<file path="src/rtl/alu_mc_64_if.sv">
// Operand/result handshake bundle for alu_mc_64: valid/ready operation channel,
// valid/ready result channel with NZCV flags, and the busy indicator.
interface alu_mc_64_if #(
    parameter int REGSIZE = 64
);
    logic               in_valid;
    logic               in_ready;
    logic [REGSIZE-1:0] A;
    logic [REGSIZE-1:0] B;
    logic [3:0]         ALU_Opcode;
    logic               out_valid;
    logic               out_ready;
    logic [REGSIZE-1:0] ALU_Out;
    logic               N;
    logic               Z;
    logic               C;
    logic               V;
    logic               busy;

    modport master (
        output in_valid, A, B, ALU_Opcode, out_ready,
        input  in_ready, out_valid, ALU_Out, N, Z, C, V, busy
    );

    modport slave (
        input  in_valid, A, B, ALU_Opcode, out_ready,
        output in_ready, out_valid, ALU_Out, N, Z, C, V, busy
    );
endinterface

</file>
<file path="src/rtl/alu_mc_64.sv">
// Multi-cycle ALU with registered result, ARM-style NZCV flags, barrel shifts and an
// iterative shift-add multiplier; define ALU_MC_DIV_EN to add the iterative unsigned divider.
module alu_mc_64 #(
    parameter int REGSIZE = 64,
    parameter int SHW     = 6
) (
    input  logic         clk,
    input  logic         rst_n,
    alu_mc_64_if.slave   bus
);
    typedef enum logic [1:0] {IDLE, ITER, DONE} state_t;

    state_t             state, state_next;
    logic [REGSIZE-1:0] a_r, b_r, acc_r;
    logic [SHW:0]       cnt_r;
    logic [REGSIZE-1:0] out_r;
    logic               n_r, z_r, c_r, v_r;
    logic               accept, is_iter_op;

    logic [REGSIZE-1:0] sc_res;
    logic               sc_c, sc_v;
    logic [SHW-1:0]     amt;
    logic [REGSIZE:0]   sum, lsl_w, lsr_w, asr_w;
    logic [REGSIZE-1:0] mul_acc_next, iter_res;

    assign accept = (state == IDLE) && bus.in_valid;
    assign amt    = bus.B[SHW-1:0];

`ifdef ALU_MC_DIV_EN
    logic               is_div_r;
    logic [REGSIZE:0]   div_trial;
    logic [REGSIZE-1:0] rem_next, quo_next;

    assign is_iter_op = (bus.ALU_Opcode == 4'd11) || (bus.ALU_Opcode == 4'd12);
    // Restoring step: bring in the next dividend bit, keep the subtraction only if it did not go negative
    assign div_trial  = {acc_r, a_r[REGSIZE-1]} - {1'b0, b_r};
    assign rem_next   = div_trial[REGSIZE] ? {acc_r[REGSIZE-2:0], a_r[REGSIZE-1]} : div_trial[REGSIZE-1:0];
    assign quo_next   = {a_r[REGSIZE-2:0], ~div_trial[REGSIZE]};
`else
    assign is_iter_op = (bus.ALU_Opcode == 4'd11);
`endif

    // Extra guard bit on each shift holds the last bit shifted out (zero when the amount is 0)
    assign lsl_w = {1'b0, bus.A} << amt;
    assign lsr_w = {bus.A, 1'b0} >> amt;
    assign asr_w = $signed({bus.A, 1'b0}) >>> amt;

    always_comb begin
        sc_res = '0;
        sc_c   = 1'b0;
        sc_v   = 1'b0;
        sum    = '0;
        case (bus.ALU_Opcode)
            4'd0: sc_res = bus.A & bus.B;
            4'd1: sc_res = bus.A | bus.B;
            4'd2: sc_res = ~bus.A;
            4'd3: sc_res = bus.A;
            4'd4: sc_res = bus.B;
            4'd5: begin
                sum    = {1'b0, bus.A} + {1'b0, bus.B};
                sc_res = sum[REGSIZE-1:0];
                sc_c   = sum[REGSIZE];
                sc_v   = (bus.A[REGSIZE-1] == bus.B[REGSIZE-1]) && (sum[REGSIZE-1] != bus.A[REGSIZE-1]);
            end
            4'd6: begin
                sum    = {1'b0, bus.A} + {1'b0, ~bus.B} + (REGSIZE+1)'(1);
                sc_res = sum[REGSIZE-1:0];
                sc_c   = sum[REGSIZE];
                sc_v   = (bus.A[REGSIZE-1] != bus.B[REGSIZE-1]) && (sum[REGSIZE-1] != bus.A[REGSIZE-1]);
            end
            4'd7: sc_res = {bus.A[REGSIZE-1:16], bus.B[15:0]};
            4'd8: begin
                sc_res = lsl_w[REGSIZE-1:0];
                sc_c   = lsl_w[REGSIZE];
            end
            4'd9: begin
                sc_res = lsr_w[REGSIZE:1];
                sc_c   = lsr_w[0];
            end
            4'd10: begin
                sc_res = asr_w[REGSIZE:1];
                sc_c   = asr_w[0];
            end
            default: sc_res = '0;
        endcase
    end

    assign mul_acc_next = acc_r + (b_r[0] ? a_r : '0);

    always_comb begin
        iter_res = mul_acc_next;
`ifdef ALU_MC_DIV_EN
        if (is_div_r) begin
            iter_res = (b_r == '0) ? '0 : quo_next;
        end
`endif
    end

    always_ff @(posedge clk or negedge rst_n) begin
        if (!rst_n) begin
            state <= IDLE;
        end else begin
            state <= state_next;
        end
    end

    always_comb begin
        state_next = state;
        case (state)
            IDLE: if (bus.in_valid) state_next = is_iter_op ? ITER : DONE;
            ITER: if (cnt_r == (SHW+1)'(1)) state_next = DONE;
            DONE: if (bus.out_ready) state_next = IDLE;
            default: state_next = IDLE;
        endcase
    end

    // MUL reuses a_r/b_r as shifting multiplicand/multiplier; UDIV uses a_r as dividend/quotient, acc_r as remainder
    always_ff @(posedge clk or negedge rst_n) begin
        if (!rst_n) begin
            a_r   <= '0;
            b_r   <= '0;
            acc_r <= '0;
            cnt_r <= '0;
            out_r <= '0;
            n_r   <= 1'b0;
            z_r   <= 1'b0;
            c_r   <= 1'b0;
            v_r   <= 1'b0;
`ifdef ALU_MC_DIV_EN
            is_div_r <= 1'b0;
`endif
        end else if (accept) begin
            if (is_iter_op) begin
                a_r   <= bus.A;
                b_r   <= bus.B;
                acc_r <= '0;
                cnt_r <= (SHW+1)'(REGSIZE);
`ifdef ALU_MC_DIV_EN
                is_div_r <= (bus.ALU_Opcode == 4'd12);
`endif
            end else begin
                out_r <= sc_res;
                n_r   <= sc_res[REGSIZE-1];
                z_r   <= (sc_res == '0);
                c_r   <= sc_c;
                v_r   <= sc_v;
            end
        end else if (state == ITER) begin
            cnt_r <= cnt_r - (SHW+1)'(1);
`ifdef ALU_MC_DIV_EN
            if (is_div_r) begin
                a_r   <= quo_next;
                acc_r <= rem_next;
            end else begin
                acc_r <= mul_acc_next;
                a_r   <= a_r << 1;
                b_r   <= b_r >> 1;
            end
`else
            acc_r <= mul_acc_next;
            a_r   <= a_r << 1;
            b_r   <= b_r >> 1;
`endif
            if (cnt_r == (SHW+1)'(1)) begin
                out_r <= iter_res;
                n_r   <= iter_res[REGSIZE-1];
                z_r   <= (iter_res == '0);
                c_r   <= 1'b0;
                v_r   <= 1'b0;
            end
        end
    end

    assign bus.in_ready  = (state == IDLE);
    assign bus.out_valid = (state == DONE);
    assign bus.busy      = (state == ITER);
    assign bus.ALU_Out   = out_r;
    assign bus.N         = n_r;
    assign bus.Z         = z_r;
    assign bus.C         = c_r;
    assign bus.V         = v_r;
endmodule

</file>
<file path="src/flat_wrapper.sv">
// flat-port wrapper written by rule: the top's interface ports become plain ports
module alu_mc_64_flat 
#(
    parameter int REGSIZE = 64,
    parameter int SHW     = 6
)
  (clk, rst_n, bus_in_valid, bus_A, bus_B, bus_ALU_Opcode, bus_out_ready, bus_in_ready, bus_out_valid, bus_ALU_Out, bus_N, bus_Z, bus_C, bus_V, bus_busy);
  alu_mc_64_if #(.REGSIZE(REGSIZE)) bus_i ();
  input  logic clk;
  input  logic rst_n;
  input wire logic [$bits(bus_i.in_valid)-1:0] bus_in_valid;
  input wire logic [$bits(bus_i.A)-1:0] bus_A;
  input wire logic [$bits(bus_i.B)-1:0] bus_B;
  input wire logic [$bits(bus_i.ALU_Opcode)-1:0] bus_ALU_Opcode;
  input wire logic [$bits(bus_i.out_ready)-1:0] bus_out_ready;
  output wire logic [$bits(bus_i.in_ready)-1:0] bus_in_ready;
  output wire logic [$bits(bus_i.out_valid)-1:0] bus_out_valid;
  output wire logic [$bits(bus_i.ALU_Out)-1:0] bus_ALU_Out;
  output wire logic [$bits(bus_i.N)-1:0] bus_N;
  output wire logic [$bits(bus_i.Z)-1:0] bus_Z;
  output wire logic [$bits(bus_i.C)-1:0] bus_C;
  output wire logic [$bits(bus_i.V)-1:0] bus_V;
  output wire logic [$bits(bus_i.busy)-1:0] bus_busy;
  assign bus_i.in_valid = bus_in_valid;
  assign bus_i.A = bus_A;
  assign bus_i.B = bus_B;
  assign bus_i.ALU_Opcode = bus_ALU_Opcode;
  assign bus_i.out_ready = bus_out_ready;
  assign bus_in_ready = bus_i.in_ready;
  assign bus_out_valid = bus_i.out_valid;
  assign bus_ALU_Out = bus_i.ALU_Out;
  assign bus_N = bus_i.N;
  assign bus_Z = bus_i.Z;
  assign bus_C = bus_i.C;
  assign bus_V = bus_i.V;
  assign bus_busy = bus_i.busy;
  alu_mc_64 #(.REGSIZE(REGSIZE), .SHW(SHW)) u_core (.clk(clk), .rst_n(rst_n), .bus(bus_i));
endmodule
</file>
<file path="config.mk">
export PLATFORM = sky130hd
export DESIGN_NAME = alu_mc_64_flat
export DESIGN_NICKNAME = d
export VERILOG_FILES = /design/src/rtl/alu_mc_64_if.sv /design/src/rtl/alu_mc_64.sv /design/src/flat_wrapper.sv
export SDC_FILE = /design/constraint.sdc
export NUM_CORES = 2
export LEC_CHECK = 0
export ABC_AREA = 1
export ABC_CLOCK_PERIOD_IN_PS = 3200
export CORE_ASPECT_RATIO = 1.25
export CORE_UTILIZATION = 30
export CTS_CLUSTER_SIZE = 8
export DETAILED_ROUTE_END_ITERATION = 7
export HOLD_SLACK_MARGIN = 0.1
export PLACE_DENSITY = 0.52
export SLEW_MARGIN = 10
export SYNTH_ARGS = -nofsm -noshare
export SYNTH_HDL_FRONTEND = slang
export SYNTH_SLANG_ARGS = --single-unit
</file>
<file path="constraint.sdc">
create_clock -name clk -period 3.2 [get_ports clk]
set_input_delay 0.96 -clock clk [delete_from_list [all_inputs] [get_ports clk]]
set_output_delay 0.96 -clock clk [all_outputs]
set_load 0.1 [all_outputs]
</file>
==> run_results.csv <==
group,metric,value,unit
placed_design,hpwl,269000,µm
final_layout,final_common_cell,"nand2_1",
status,violations,"setup timing",
floorplan,rows,153,
status,status,"complete, but fails checks",
logic_synthesis,syn_nets,8320,
clocking,cts-buffers-inserted,41,
sta,finalSetupViolations,9,
setup_path,critical_path.startpoint_type,"flop",
sta,slew_headroom,0.409,
sta,rsz0062_at_grt,"true",
logic_synthesis,yosysWarnings,0,
global_route,grt-ovfl-total,0,
final_layout,utilization,0.512,
final_layout,drive_above_1_share,0.390,
sta,fin_skew,54.1,ps
placed_design,gp_congestion,1.10,
logic_synthesis,yosysUniqueCellTypes,56,
sta,hold_viol,0,
clocking,cts_root_buffer,"clkbuf_16",
global_route,antenna_found_initial,15,
final_layout,nets,10600,
final_layout,syn_to_final_growth,68.7,%
clocking,cts_sinks,268,
logic_synthesis,syn_inst,7908,
setup_path,critical_path_class,"flop to flop",
sta,slew_viol_final,0,
global_route,grt_pass1_vias,62300,
drt,wl_per_cell,26.6,µm
logic_synthesis,synth-seq-cells,268,
clocking,cts_tree,"built",
logic_synthesis,syn_avg_cell_area,5.35,µm²
global_route,grt_pass1_wl,436000,µm
logic_synthesis,ys_seq_area_frac,0.158,
drt,antenna_left,0,
final_layout,final-seq-area,6710,µm²
final_layout,fillers,14900,
global_route,grtUsageTotal,0.431,
setup_path,path_max_fanout,34,
placed_design,portBuffers,206,
floorplan,start_util,0.303,
drt,finalWirelength,320000,µm
setup_path,cp.arrival,4190,ps
final_layout,multiInputGateArea,36200,µm²
floorplan,core,140000,µm²
pwr,ir_worst_vdd,0.537,mV
hold_path,hold_path.class,"primary input to asynchronous set/reset pin",
floorplan,dieWidth,338,µm
setup_path,end_kind,"flop",
clocking,clkLatencyLatePin,610,ps
floorplan,dieHeight,422,µm
logic_synthesis,netlist_area,42300,µm²
pwr,report.power.total,43.2,mW
job,cap_violations,0,
pwr,p_leak,37.5,nW
setup_path,crit_required,3740,ps
sta,fin_ws,-449,ps
clocking,cts.reportedPaths.clkPinSlew,60,ps
floorplan,die_area,143000,µm²
placed_design,post-place-ws,-2050,ps
drt,drt_iter0_drc,5758,
floorplan,io_pins,207,
global_route,grt_max_degree,83,
sta,max_freq,0.274,GHz
sta,fin_crit,3650,ps
final_layout,final_cell_mix,"2,319 x nand2_1, 2,190 x buf_4, 1,045 x nand3_1",
drt,vias,64000,
clocking,h-tree-depth,2,
drt,vias_per_cell,5.32,
drt,drcViolationCount,0,
sta,worst_slew_pin_slew,886,ps
clocking,clock_path_buffers,3,
sta,period_share,1.14,
pwr,powerDensity,606,nW/µm²
drt,dr.pass1.iters,6,
-- cells by family (layout without fill, tap and decap cells) --
group	after synthesis	count (layout)	synth area share
other cells	0	10	0
flops	268	268	0.158
buf+inv	1397	3645	0.131
fa+ha+maj	276	276	0.0821
simple gates	5028	5028	0.502
compound gates	920	920	0.123
xor+xnor	19	19	0.00393
-- per-stage QoR --
step	cells	TNS [ps]	hold WS, ps	instance area, µm²
CTS	11900	-778	285	68100
global route	12000	-1990	330	71400
global placement	11800	-77930	467	62400
finish	12000	-1060	291	71400
floorplan	7908	-134	453	42600
detailed placement	11800	-80070	473	62400
-- where the power goes --
part | leakage [nW] | internal, mW | switching (mW) | total [mW]
clock | 0.536 | 2.31 | 1.80 | 4.10
combinational | 33.8 | 13.1 | 19.8 | 32.9
sequential | 3.18 | 5.02 | 1.20 | 6.22
-- repair_timing --
action,in CTS,in global routing
resized for setup,1263,903
pin swaps,206,200
hold endpoints to repair,0,0
setup endpoints to repair,72,67
hold buffers,0,0
buffers inserted,104,76
cloned,1,5
-- final timing paths --
| path | depth (start not counted) | startpoint | slack (ps) | endpoint |
|---|---|---|---|---|
| min | 1 | rst_n | 290 | u_core.bus.ALU_Out[16] |
| max reg2reg | 24 | u_core.b_r[0] | -450 | u_core.bus.Z |
| max | 24 | u_core.b_r[0] | -450 | u_core.bus.Z |
| min reg2reg | 2 | u_core.bus.ALU_Out[5] | 480 | u_core.bus.ALU_Out[5] |
| max in group asynchronous | 2 | rst_n | 2100 | u_core.b_r[0] |
| min in group clk | 2 | u_core.bus.ALU_Out[5] | 480 | u_core.bus.ALU_Out[5] |
-- cells in the mapped netlist (all sizes together) --
cell	n	area, µm²
o21a	8	60.1
o21ai	288	1450
fa	3	60.1
clkinv	2	7.51
o211ai	14	105
buf	204	1040
ha	273	3420
o22ai	64	400
a21o	2	15.0
a22o	5	43.8
nand3	1249	6320
o211a	2	20.0
nand4	88	551
o2111ai	3	26.3
nand2	2789	10700
a21boi	2	15.0
o221ai	16	140
inv	1046	3930
o21bai	20	150
and3	1	6.26
a31oi	165	1030
clkbuf	145	551
nand3b	22	165
a211oi	15	113
dfrtp	268	6710
nor2	783	2970
or2	10	62.6
xnor2	14	123
nor3	59	300
a31o	1	8.76
o311ai	1	8.76
nor4	15	93.8
a221oi	7	61.3
and2	12	75.1
a21oi	305	1550
o31ai	2	15.0
xor2	5	43.8
-- sequential cells by signal, summed over array words and instances (netlist names) --
signal,flops
u_core.bus.V,1
u_core.cnt_r,7
u_core.state,2
u_core.acc_r,64
u_core.bus.Z,1
u_core.a_r,64
u_core.bus.ALU_Out,64
u_core.b_r,64
u_core.bus.C,1
-- per-layer routing --
metal	vias to the layer above	global-route usage	wire, µm
li1	30000	-	-
met1	30300	0.483	117000
met2	2652	0.709	146000
met3	990	0.0632	21100
met4	8	0.380	36400
met5	-	0	66
-- layout make-up --
cell class / count / share of cell area
Timing Repair Buffer: 2545 / 0.294
Clock buffer: 47 / 0.0148
Tap cell: 1860 / 0.0326
Clock inverter: 5 / 0.000543
Inverter: 1048 / 0.0569
Antenna cell: 10 / 0.000350
Sequential cell: 268 / 0.0939
Multi-Input combinational cell: 6243 / 0.507
-- worst max-delay path, cell delays in order (launching register included) --
cell and delay [ps]:
dfrtp_2 470, buf_12 190, buf_4 170, nand2_1 50
inv_1 50, ha_1 310, buf_4 150, a21oi_1 220
o21ai_0 170, inv_1 80, nand2_1 120, inv_1 80
nand2_1 120, a21oi_1 170, nand3_1 120, nand2_2 150
nand2_1 80, nor2_2 140, nand2_1 60, nor2_1 100
buf_4 140, nand4_1 110, nand2_1 120, inv_1 80
a21oi_2 130
No activity file was read; power rests on OpenSTA's default activity.
